`config.mk`:
```
export PLATFORM = sky130hd
export DESIGN_NAME = valid_strobe_gen
export DESIGN_NICKNAME = d
export VERILOG_FILES = /design/src/rtl/valid_strobe_gen.sv
export SDC_FILE = /design/constraint.sdc
export NUM_CORES = 1
export LEC_CHECK = 0
export ABC_AREA = 1
export CAP_MARGIN = 20
export CORE_ASPECT_RATIO = 0.5
export CORE_MARGIN = 2
export CORE_UTILIZATION = 60
export CTS_BUF_LIST = sky130_fd_sc_hd__clkbuf_8 sky130_fd_sc_hd__clkbuf_16
export DETAILED_ROUTE_END_ITERATION = 8
export GPL_ROUTABILITY_DRIVEN = 0
export GPL_TIMING_DRIVEN = 0
export HOLD_SLACK_MARGIN = 0.1
export MAX_ROUTING_LAYER = met4
export PLACE_DENSITY = 0.8
export SLEW_MARGIN = 10
export SYNTH_ARGS = -nofsm -noshare
export SYNTH_HDL_FRONTEND = slang
export SYNTH_SLANG_ARGS = --single-unit
```
`constraint.sdc`:
```
create_clock -name clock -period 2.3 [get_ports clock]
set_clock_uncertainty 0.15 [all_clocks]
set_input_delay 0.46 -clock clock [delete_from_list [all_inputs] [get_ports clock]]
set_output_delay 0.46 -clock clock [all_outputs]
set_load 0.05 [all_outputs]
```
`src/rtl/valid_strobe_gen.sv`:
```
// Producer of the one-cycle advance strobe for the LED shift block: free-running
// pulses at one of four switch-selected periods, or one pulse per step-button press.
module valid_strobe_gen #(
  parameter int unsigned NB_COUNTER = 32,
  parameter int unsigned COUNT_0    = 50_000_000,
  parameter int unsigned COUNT_1    = 25_000_000,
  parameter int unsigned COUNT_2    = 12_500_000,
  parameter int unsigned COUNT_3    = 100_000_000,
  parameter int unsigned NB_TICKS   = 8
) (
  input  logic                clock,
  input  logic                i_reset,
  input  logic [3:0]          i_sw,
  input  logic                i_step,
  output logic                o_valid,
  output logic [NB_TICKS-1:0] o_tick_count
);

  typedef enum logic [1:0] {
    MODE_DISABLED,
    MODE_FREE_RUN,
    MODE_STEP
  } mode_e;

  localparam logic [NB_COUNTER-1:0] LAST_0 = NB_COUNTER'(COUNT_0 - 1);
  localparam logic [NB_COUNTER-1:0] LAST_1 = NB_COUNTER'(COUNT_1 - 1);
  localparam logic [NB_COUNTER-1:0] LAST_2 = NB_COUNTER'(COUNT_2 - 1);
  localparam logic [NB_COUNTER-1:0] LAST_3 = NB_COUNTER'(COUNT_3 - 1);

  mode_e                 mode;
  logic [NB_COUNTER-1:0] count_q, count_d;
  logic [NB_COUNTER-1:0] last_count;
  logic [1:0]            sel_q;
  logic                  step_q;
  logic                  valid_q, valid_d;
  logic [NB_TICKS-1:0]   tick_q, tick_d;
  logic                  sel_change;
  logic                  step_rise;

  always_comb begin
    mode = MODE_DISABLED;
    if (i_sw[0]) begin
      mode = i_sw[3] ? MODE_STEP : MODE_FREE_RUN;
    end
  end

  always_comb begin
    last_count = LAST_0;
    unique case (i_sw[2:1])
      2'd0: last_count = LAST_0;
      2'd1: last_count = LAST_1;
      2'd2: last_count = LAST_2;
      2'd3: last_count = LAST_3;
    endcase
  end

  assign sel_change = (i_sw[2:1] != sel_q);
  assign step_rise  = i_step & ~step_q;

  // Counter only advances in FREE_RUN, so leaving that mode always parks it at 0
  // and every new free-running period starts from a clean count.
  always_comb begin
    count_d = '0;
    valid_d = 1'b0;
    if (mode == MODE_DISABLED || sel_change) begin
      count_d = '0;
      valid_d = 1'b0;
    end else if (mode == MODE_FREE_RUN) begin
      if (count_q == last_count) begin
        valid_d = 1'b1;
      end else begin
        count_d = count_q + NB_COUNTER'(1);
      end
    end else begin
      valid_d = step_rise;
    end
    tick_d = valid_d ? tick_q + NB_TICKS'(1) : tick_q;
  end

  always_ff @(posedge clock or negedge i_reset) begin
    if (!i_reset) begin
      count_q <= '0;
      sel_q   <= 2'd0;
      step_q  <= 1'b0;
      valid_q <= 1'b0;
      tick_q  <= '0;
    end else begin
      count_q <= count_d;
      sel_q   <= i_sw[2:1];
      step_q  <= i_step;
      valid_q <= valid_d;
      tick_q  <= tick_d;
    end
  end

  assign o_valid      = valid_q;
  assign o_tick_count = tick_q;

endmodule

```
# After elaboration in Yosys (flattened, before gate mapping)
# Cells that the tools add are included.
classes:
  order_cmp: 0
  n_bitwise: 2
  shift: 0
  muxes: 9
  div_mod_pow: 0
  n_addsub: 2
  n_mul: 0
  eq_ne: 6
  n_reduce_logical: 3
ops:
  columns: ["op", "count"]
  rows:
  - ["$pmux 32 s4", 1]
  - ["$mux 32", 3]
  - ["$add 32x1->32 const B", 1]
  - ["$eq 32x32->1", 1]
  - ["$add 8x1->8 const B", 1]
  - ["$eq 2x1->1 const B", 2]
  - ["$eq 2x2->1 const B", 2]
  - ["$logic_not 2->1", 2]
  - ["$mux 2", 2]
  - ["$mux 1", 3]
  - ["$ne 2x2->1", 1]
  - ["$and 1x1->1", 1]
  - ["$logic_or 1x1->1", 1]
  - ["$not 1->1", 1]
totals:
  mem_count: 0
  latchBits: 0
  regBits: 44
  in_bits: 7
  romBits: 0
  ram_bits: 0
  out_inout_bits: 9
  word_cells: 27

# Logic depth before layout (Yosys ltp)
depth:
  word_depth: 6
  depth_mapped: 14
  mapped_depth_nobuf: 14

# Least setup slack after synthesis
# Ideal clock, no wire load.
synth_path:
  path_kind: "input to register"
  start: "input i_sw[1]"
  end: "register tick_q[2], in the netlist o_tick_count[2]"
  setup_ns: 0.120
  n_path_buf: 0
  path_stages: 12
  arrival_ns: 1.620
  slack_ns: 0.410
  required_time_ns: 2.030
  path_cell_list: "inv_1 > ha_1 > inv_1 > nor2_1 > nor2_1 > nand2_1 > nor2_1 > nand3_2 > nand2_4 > nand3_4 > nand2_1 > nand2_1"
synth_via:
  elab_chain_cells: 6
  word_cells_on_any_way: 11
  cone_classes: "5 x eq/ne; 4 x mux; 2 x reduce/logical"
synth_rtl:
  columns: ["element", "line_no", "rtl"]
  rows:
  - ["from (decl)", "13", "input logic [3:0] i_sw,"]
  - ["$eq 2x2->1 (tied with other cells)", "49", "unique case (i_sw[2:1])"]
  - ["$pmux 32 s4", "49", null]
  - ["$eq 32x32->1", "69", "if (count_q == last_count) begin"]
  - ["$mux 1", "69", null]
  - ["$mux 1", "68", "end else if (mode == MODE_FREE_RUN) begin"]
  - ["$mux 1 (*)", "65", "if (mode == MODE_DISABLED || sel_change) begin"]
  - ["to (signal assigned)", "92", "tick_q <= tick_d;"]
  - ["to (decl)", "36", "logic [NB_TICKS-1:0] tick_q, tick_d;"]
# Mark *: on every way between the ends. The rest lies on a longest branch, timed or not. The select of a mux whose other input is x is not followed.
# A chain may end at the register's enable or synchronous reset.

# Final worst setup path
layout_path:
  start: "register tick_q[2], in the netlist o_tick_count[2]"
  end: "output o_tick_count[2]"
layout_rtl:
  columns: ["element", "line_no", "rtl"]
  rows:
  - ["to (decl)", "16", "output logic [NB_TICKS-1:0] o_tick_count"]
# No word-level cell between the ends.

==> results.md <==
* Status: finished, final reports clean
* Total gr overflow at 0
* Cells after Synth at 375
* 1st-iter DRT viols at around 180
* Sequential area share after synthesis at between 30% and 40%
* TritonCTS clock tree: built
* Initial Util at a little over three fifths
* Pleak at 1.35 nW
* Max cap viols at 0
* Worst-margin pin slew at ~0.50 ns
* Leading area contributor after synthesis: dfrtp_1
* Die area at about 0.0052 mm^2
* Final hold slack at 0.196 ns
* Reg2reg setup slack at around 0.3 ns
* Yosys reg bits at 44
* Critical path cell sequence: clkdlybuf4s50_1
* Design Power at between 1.5 and 2 mW
* Number of primary I/O pins at 16
* Nets at between 400 and 500
* Tcrit/Tclk final at 97.2%
* Syn. warnings at 0
* Hpwl dp at 5000 um
* Mean post-synth cell area at between 7 and 8 um^2
* Ys flop type: dfrtp_1
* Max Slew Vio Count at 0
* CP Class: reg2out
* Layout cells sized above 1 at roughly 8.3%
* Commonest cells post-synth: nand2_1, nor2_1, dfrtp_1
* Postcts setup bufs at 0
* Drt first pass iters at 5
* GRT Total Usage at ~29%
* Worst-skew pair later-pin latency at 0.30 ns
* Worst hold start: i_sw[1]
* Crit-path slowest cell: clkdlybuf4s50_1
* Chip width at about 100 um
* Maximum fanout along the worst path at 7
* Core box area at about 0.0044 mm^2
* Number of global-route vias before repair at ~2.5k
* Post-layout min period at 2.24 ns
* Mapped Area at 0.00275 mm^2
* Fmax at 447 MHz
* IO buf count at 15
* Final Util at slightly above 70%
* Synth Net Count at 389
* Largest net degree at the start of global routing at 34
* Synth top area share at ~40%
* DRC at 0
* TritonCTS Sinks at 44
* Final setup violation count at 0
* Post-DR wirelength/cell at about 15 um
* Hold endpoint: sel_q[0]
* Die height at ~52 um
* Leading post-synthesis cells by cell area: dfrtp_1, nand2_1, nor2_1, xor2_1, inv_1
* Ys async rst share at 100%
* Syn-to-layout area delta at 12.5%
* Reg2reg path depth at 10
* CTS Buf Count at 5
* Cell family with most CP delay: buffers and inverters
* Antenna violations before repair at 0
* Worst path arrival time at 1.63 ns
* Worst path buffer plus inverter count at 1
* Post-synth EDFFs at 0
* Leading cell type by number of instances after synthesis: nand2_1
* Total Routed Length at approximately 6600 um
* H-tree depth at 2
* Number of diodes at 0
* HP Class: in2reg
* Global-route wire length before repair at 11200 um
* Worst setup EP type: output port
* Reg2reg end: o_tick_count[3]
* PwrDens at 540 mW/mm^2
* Clock Tree Root: clkbuf_8
* Crit start category: flip-flop
* Routed vias/inst at 5.59
* RSZ-0062 raised after global routing: no
* Worst VDD drop at ~0.00049 V
* Hold depth at 1
* Netlist cell types at 29
* Routed Antenna Nets at 0
* CP required at around 1.7 ns
* Critical R2R Launch: count_q[0]
* Clock slew at reported path FFs at approximately 0.080 ns
* Slew headroom at 66.8%
* Final Hold Fails at 0
* Worst path max stage delay at between 0.8 and 0.9 ns
* Max clock buf depth at 2
* Row count at 17
* Via count at between 2k and 3k
==> cell families (layout without fill, tap and decap cells) <==
logic type | Yosys count | count (layout) | synth area share, %
AO/OA/AOI/OAI | 9 | 9 | 1.86
flip-flops | 44 | 44 | 40.0
XOR/XNOR | 29 | 29 | 9.22
buffers and inverters | 48 | 73 | 7.09
AND/OR/NAND/NOR | 238 | 238 | 38.7
adder cells (fa/ha/maj) | 7 | 7 | 3.18
==> metal layers <==
metal | vias up | global-route usage [%] | part of all wire (%)
met2 | 122 | 45.0 | 44
met5 | - | - | 0
li1 | 1223 | - | -
met1 | 1187 | 38.4 | 45
met4 | 0 | 10.0 | 1.8
met3 | 22 | 7.80 | 9.2
==> power breakdown <==
group	internal (mW)	switching (mW)	total (mW)
Sequential	0.797	0.0352	0.832
Clock	0.318	0.265	0.583
Combinational	0.0850	0.172	0.257
==> per-stage QoR <==
| step | setup slack (ns) | setup TNS (ns) | std cells | cell area [um^2] |
|---|---|---|---|---|
| floorplan | 0.410 | 0 | 375 | 2750 |
| global placement | -0.495 | -35.58 | 447 | 2980 |
| detailed placement | -0.465 | -16.87 | 448 | 2990 |
| CTS | 0.0546 | 0 | 457 | 3110 |
| global route | 0.0107 | 0 | 457 | 3100 |
| finish | 0.0646 | 0 | 457 | 3100 |
==> worst max path at each step <==
stage,from,to,slack (ns),cells after the start
2_1_floorplan,i_sw[1],o_tick_count[2],0.41,12
3_3_place_gp,i_reset,o_tick_count[6],-0.49,1
3_5_place_dp,i_sw[2],o_tick_count[3],-0.47,15
4_1_cts,o_tick_count[2],o_tick_count[2],0.05,1
5_1_grt,o_tick_count[2],o_tick_count[2],0.01,1
6_report,o_tick_count[2],o_tick_count[2],0.06,1
==> sequential cells by signal, summed over array words and instances, names as in the netlist <==
name          flops
sel_q             2
step_q            1
count_q          32
o_valid           1
o_tick_count      8
==> cell type report <==
| type | count | area (um^2) |
|---|---|---|
| flip-flops and latches | 44 | 1100 |
| repair buffers | 17 | 165 |
| clock inverters | 3 | 38.8 |
| multi-input cells | 283 | 1460 |
| plain buffers | 6 | 37.5 |
| clock buffers | 5 | 68.8 |
| fillers | 371 | 1310 |
| well taps | 57 | 71.3 |
| inverters | 42 | 158 |
==> placed cells by master, fill, tap and decap left out, drive strengths merged <==
master	instances
nand2	100
nor2	78
dfrtp	44
inv	43
xor2	24
nor3	19
nand4	17
nand3	17
clkdlybuf4s50	12
buf	8
ha	7
clkbuf	7
a21oi	5
xnor2	5
and3	4
o21ai	3
nor4	2
nand3b	1
a21o	1
clkinv	1
bufinv	1
dlygate4sd3	1
==> repair_timing <==
action,4_1_cts,5_1_grt
endpoints found under the setup margin,39,38
hold buffers,1,0
gates resized for setup,2,4
hold endpoints to repair,11,0
No activity file was read; power rests on OpenSTA's default activity.
